===== config.mk =====
export PLATFORM = sky130hd
export DESIGN_NAME = dual_fetch_queue
export DESIGN_NICKNAME = d
export VERILOG_FILES = /design/src/rtl/dual_fetch_queue.sv
export SDC_FILE = /design/constraint.sdc
export NUM_CORES = 2
export LEC_CHECK = 0
export CORE_ASPECT_RATIO = 0.8
export CORE_MARGIN = 1.5
export CORE_UTILIZATION = 57
export DETAILED_ROUTE_END_ITERATION = 12
export GPL_ROUTABILITY_DRIVEN = 0
export GPL_TIMING_DRIVEN = 0
export PLACE_DENSITY_LB_ADDON = 0.12
export SYNTH_ARGS = -nofsm -noshare
export SYNTH_HDL_FRONTEND = slang
export SYNTH_SLANG_ARGS = --single-unit

===== constraint.sdc =====
create_clock -name clk -period 13.8 [get_ports clk]
set_clock_uncertainty 0.2 [all_clocks]
set_input_delay 2.07 -clock clk [delete_from_list [all_inputs] [get_ports clk]]
set_output_delay 2.07 -clock clk [all_outputs]
set_load 0.01 [all_outputs]

===== src/rtl/dual_fetch_queue.sv =====
// dual_fetch_queue: PC generator plus circular instruction queue for a
// 2-way superscalar front end. Each cycle a pc/pc4 instruction pair is
// fetched and enqueued as a pair. Decode pops 0..2 entries from the head.
// A branch redirect flushes the queue and reloads the PC.
module dual_fetch_queue #(
  parameter int DEPTH = 8,
  parameter int CNT_W = 4
) (
  input  logic             clk,
  input  logic             rst,
  input  logic             branch_en,
  input  logic [63:0]      branch_pc,
  output logic [63:0]      pc,
  output logic [63:0]      pc4,
  input  logic [31:0]      instr1,
  input  logic [31:0]      instr2,
  input  logic [1:0]       deq_cnt,
  output logic             out_valid0,
  output logic [31:0]      out_instr0,
  output logic [63:0]      out_pc0,
  output logic             out_valid1,
  output logic [31:0]      out_instr1,
  output logic [63:0]      out_pc1,
  output logic [CNT_W-1:0] count
);

  localparam int PTR_W = $clog2(DEPTH);
  localparam logic [CNT_W:0] DEPTH_W = (CNT_W+1)'(DEPTH);

  // Queue storage; contents are don't-care after reset or flush.
  logic [31:0] ent_instr_q [DEPTH];
  logic [63:0] ent_pc_q    [DEPTH];

  logic [PTR_W-1:0] head_q, head_d;
  logic [PTR_W-1:0] tail_q, tail_d;
  logic [CNT_W-1:0] count_q, count_d;
  logic [63:0]      pc_q, pc_d;
  logic [63:0]      pc4_q, pc4_d;

  logic [1:0]       deq_req_s;
  logic [CNT_W-1:0] deq_eff_s;
  logic [CNT_W:0]   free_s;
  logic             enq_s;
  logic [PTR_W-1:0] head_p1_s;
  logic [PTR_W-1:0] tail_p1_s;
  logic             valid0_s;
  logic             valid1_s;

  // Dequeue clamping and the paired-enqueue decision.
  always_comb begin
    deq_req_s = 2'd0;
    deq_eff_s = '0;
    free_s    = '0;
    enq_s     = 1'b0;
    if (deq_cnt == 2'd3) begin
      deq_req_s = 2'd2;
    end else begin
      deq_req_s = deq_cnt;
    end
    if (CNT_W'(deq_req_s) > count_q) begin
      deq_eff_s = count_q;
    end else begin
      deq_eff_s = CNT_W'(deq_req_s);
    end
    free_s = DEPTH_W - {1'b0, count_q} + {1'b0, deq_eff_s};
    if (!branch_en && (free_s >= (CNT_W+1)'(2))) begin
      enq_s = 1'b1;
    end else begin
      enq_s = 1'b0;
    end
  end

  // Next-state for pointers, occupancy and fetch PC; redirect flushes.
  always_comb begin
    head_d  = head_q;
    tail_d  = tail_q;
    count_d = count_q;
    pc_d    = pc_q;
    pc4_d   = pc4_q;
    if (branch_en) begin
      head_d  = '0;
      tail_d  = '0;
      count_d = '0;
      pc_d    = branch_pc & ~64'd3;
      pc4_d   = (branch_pc & ~64'd3) + 64'd4;
    end else begin
      head_d = head_q + PTR_W'(deq_eff_s);
      if (enq_s) begin
        tail_d  = tail_q + PTR_W'(2);
        count_d = count_q - deq_eff_s + CNT_W'(2);
        pc_d    = pc_q + 64'd8;
        pc4_d   = pc4_q + 64'd8;
      end else begin
        count_d = count_q - deq_eff_s;
      end
    end
  end

  // Control registers with synchronous reset; reset beats redirect.
  always_ff @(posedge clk) begin
    if (rst) begin
      head_q  <= '0;
      tail_q  <= '0;
      count_q <= '0;
      pc_q    <= 64'd0;
      pc4_q   <= 64'd4;
    end else begin
      head_q  <= head_d;
      tail_q  <= tail_d;
      count_q <= count_d;
      pc_q    <= pc_d;
      pc4_q   <= pc4_d;
    end
  end

  assign tail_p1_s = tail_q + PTR_W'(1);
  assign head_p1_s = head_q + PTR_W'(1);

  // Pair write into storage; DEPTH is even so tail and tail+1 never collide.
  always_ff @(posedge clk) begin
    if (!rst && enq_s) begin
      ent_instr_q[tail_q]    <= instr1;
      ent_pc_q[tail_q]       <= pc_q;
      ent_instr_q[tail_p1_s] <= instr2;
      ent_pc_q[tail_p1_s]    <= pc4_q;
    end
  end

  assign valid0_s = (count_q != '0);
  assign valid1_s = (count_q >= CNT_W'(2));

  // Head and head+1 read ports, zeroed when the slot is not occupied.
  always_comb begin
    out_instr0 = 32'd0;
    out_pc0    = 64'd0;
    out_instr1 = 32'd0;
    out_pc1    = 64'd0;
    if (valid0_s) begin
      out_instr0 = ent_instr_q[head_q];
      out_pc0    = ent_pc_q[head_q];
    end else begin
      out_instr0 = 32'd0;
      out_pc0    = 64'd0;
    end
    if (valid1_s) begin
      out_instr1 = ent_instr_q[head_p1_s];
      out_pc1    = ent_pc_q[head_p1_s];
    end else begin
      out_instr1 = 32'd0;
      out_pc1    = 64'd0;
    end
  end

  assign out_valid0 = valid0_s;
  assign out_valid1 = valid1_s;
  assign count      = count_q;
  assign pc         = pc_q;
  assign pc4        = pc4_q;

endmodule


==> run_results.csv <==
group,metric,value,unit
sta,finalSetupViolations,0,
clock_tree,clock_sinks,885,
yosys,syn_area_per_cell,14.8,um^2
placed_design,port_buffers,444,
setup_path,reg2reg_depth,17,
clock_tree,cts_root_buffer,"clkbuf_16",
setup_path,path_class,"in2reg",
pwr,peakVddDrop,0.000131,V
setup_path,worstPathArrival,8.22,ns
yosys,yosys_most_used_dff,"edfxtp_1",
yosys,synth.area.top_cells,"edfxtp_1 (52%), mux4_2 (20%), dfxtp_1 (6.2%), nand2_1 (2.4%), mux2i_1 (2.3%)",
clock_tree,clk_pin_slew,0.06,ns
yosys,yosys_warnings,0,
cells_and_area,final_cell_mix,"edfxtp_1 (752), clkdlybuf4s50_1 (444), mux4_2 (376)",
cells_and_area,drive_gt1_share,15.5,%
sta,worst_pin_slew,1.52,ns
drt,firstDrtPassIters,7,
drt,wirelength,138000,um
yosys,yosys.area_share.simple,9.21,%
drt,drc,0,
yosys,synth_async_sr_flop_share,0,%
pwr,swShare,31.9,%
yosys,ys_types,60,
yosys,synthCells,2912,
pwr,p_per_area,167,nW/um^2
yosys,synth_top_area_share,52.4,%
setup_path,setup.worst_path.end_class,"register",
setup_path,r2r-start,"count[1]",
drt,antenna_left,0,
setup_path,cp-start-kind,"input port",
min_path,worstHoldPathCells,2,
min_path,min_from,"tail_q[2]",
sta,post-route-period-util,58.8,%
pwr,leakagePower,16.1,nW
yosys,synth_compound_area_share,3.99,%
clock_tree,insertion_delay,0.66,ns
die,die_area,77300,um^2
die,die_w,311,um
placed_design,place_hpwl,95600,um
setup_path,r2r_slack,7.12,ns
sta,hold_viol,0,
clock_tree,post_cts_resized,0,
cells_and_area,fin_nets,3619,
yosys,synth_area,43100,um^2
sta,rsz0062_at_grt,"false",
min_path,holdPathEnd,"tail_q[2]",
setup_path,slowest_delay,0.71,ns
setup_path,cpMaxStageDelayCell,"and3_4",
clock_tree,cts_hold_buf,0,
global_route,gr-total-overflow,0,
sta,fmax,123,MHz
clock_tree,cts_max_level,3,
clock_tree,clock_path_buffers,3,
run_status,violations,"capacitance limit, slew limit",
sta,fin_crit,8.12,ns
die,rows,90,
yosys,synth_top_family_by_area,"multiplexers",
yosys,ys_ff_latch,885,
setup_path,cp_max_fo,61,
setup_path,startpoint,"deq_cnt[1]",
global_route,grt_max_degree,63,
clock_tree,cts_setup_buffers,0,
sta,slew_headroom,-2.37,%
global_route,grt_pass1_wl,203000,um
sta,fin_tns_setup,0,ns
sta,final-max-slew-violation-count,6,
setup_path,worstPathCellList,"clkdlybuf4s50_1 -> nand2b_1 -> ha_1 -> a211oi_1 -> o21ai_0 -> o21ai_0 -> ha_1 -> ha_1 -> inv_1 -> fa_1 -> nor3b_1 -> and4_1 -> clkbuf_1 -> nor2_1 -> clkbuf_1 -> and3_4 -> buf_16 -> buf_16",
drt,route.vias.total,30900,
pwr,p_int,0.00594,W
run,max_cap_violations,1,
setup_path,worstReg2RegEnd,"ent_pc_q[7][28]",
cells_and_area,syn2layout_area_growth,21.0,%
yosys,synthMuxAreaShare,22.1,%
pwr,power.switching,0.00278,W
clock_tree,cts_tree,"done",
pwr,pwr-share-seq,38.3,%
global_route,grtUsageTotal,35.5,%
yosys,ys_seq_area_share,58.5,%
sta,whs,0.305,ns
drt,via_per_inst,6.78,
drt,drt_iter0_markers,4442,
die,core,75100,um^2
pwr,power.share.clock,28.5,%
cells_and_area,final_common_cell,"edfxtp_1",
yosys,synth_fa_ha_area_share,0.690,%
die,die_h,249,um
yosys,synth-xor-area-share,3.13,%
setup_path,cp.required,13.91,ns
yosys,synth_area_leader_cell,"edfxtp_1",
die,num_io_pins,459,
setup_path,path_common_cell,"ha_1",
die,initial_core_util,57.4,%
run_status,status,"finished with violations",
clock_tree,numCtsBuffers,86,
pwr,p_comb_share,33.1,%
drt,wl_per_cell,30.3,um
global_route,antenna_found_initial,33,
yosys,synth_edf_count,752,
min_path,hp-class,"reg2reg",
global_route,grt_pass1_vias,30700,
registers in the layout, indices dropped and copies added (netlist names):
signal and flops:
count 4, pc4 62, tail_q 2, ent_pc_q 496, pc 62, ent_instr_q 256, head_q 3
area by class of cell:
cell class / count / area [um^2]
clock buffers: 116 / 2430
repair buffers: 456 / 4760
well taps: 1012 / 1270
clock inverters: 39 / 510
diodes: 20 / 50.0
flip-flops and latches: 885 / 25200
multi-input cells: 1774 / 16900
plain buffers: 216 / 857
fillers: 5058 / 22900
inverters: 45 / 169
cell families (layout without fill, tap and decap cells):
kind of cell               after synthesis  after routing
AOI/OAI and AO/OA                      289            289
xor gates and xnor gates               154            154
adders and majority gates               22             22
buffers and inverters                  261            872
DFF                                    885            885
muxes                                  480            480
other                                    1             29
and+or+nand+nor                        820            820
cells in the mapped netlist (9+ instances only):
cell	n
o21a_1	10
dfxtp_1	133
xnor2_1	95
nand2_1	270
inv_1	45
xor2_1	59
edfxtp_1	752
a211oi_1	38
mux2i_1	101
nor2_1	176
and3_1	28
ha_1	19
or3_1	11
nand3_1	77
nor3_1	51
nand4_1	83
nor4_1	51
clkbuf_1	135
a21oi_1	135
buf_1	68
o21ai_0	51
o22ai_1	14
and2_1	9
and4_1	25
mux4_2	376
buf_4	9
metal layers:
metal	vias up	GRT usage (%)	wire [um]
met5	-	0	250
met4	26	14.7	5720
met3	374	9.88	17100
met2	2193	55.1	65400
met1	15600	47.8	49800
li1	12700	-	-
how the worst max path moves through the flow:
stage / cells after the start / end
final: 18 / ent_pc_q[7][28]
after global routing: 18 / ent_pc_q[6][31]
after CTS: 18 / ent_pc_q[6][26]
after detailed placement: 18 / ent_pc_q[7][27]
after global placement: 16 / ent_pc_q[5][29]
after floorplan: 15 / ent_instr_q[0][0]
critical path, delay by kind of cell:
| kind | cells | cell delay (ns) |
|---|---|---|
| simple gates | 5 | 1.75 |
| compound gates | 3 | 1.02 |
| buf+inv | 6 | 1.87 |
| fa+ha+maj | 4 | 1.32 |
power by group through the flow:
| stage | Sequential [W] | Clock (W) | Combinational [W] |
|---|---|---|---|
| after floorplan | 0.00337 | 0 | 0.00146 |
| after global placement | 0.00344 | 0 | 0.00278 |
| after detailed placement | 0.00339 | 0 | 0.00286 |
| after CTS | 0.00334 | 0.00251 | 0.00287 |
| after global routing | 0.00336 | 0.00260 | 0.00305 |
| final | 0.00334 | 0.00249 | 0.00289 |
stage by stage:
| step | cell area (um^2) | util (%) | std cells | total power (W) | worst slack (ns) |
|---|---|---|---|---|---|
| floorplan | 43200 | - | 2920 | 0.00483 | 3.28 |
| global placement | 48900 | 65.1 | 4376 | 0.00622 | -0.630 |
| detailed placement | 49200 | 65.5 | 4388 | 0.00624 | 5.15 |
| CTS | 52100 | 69.4 | 4543 | 0.00871 | 5.82 |
| global route | 52200 | 69.5 | 4558 | 0.00901 | 5.25 |
| finish | 52200 | 69.5 | 4563 | 0.00872 | 5.68 |
Power figures use the tool's default switching activity.
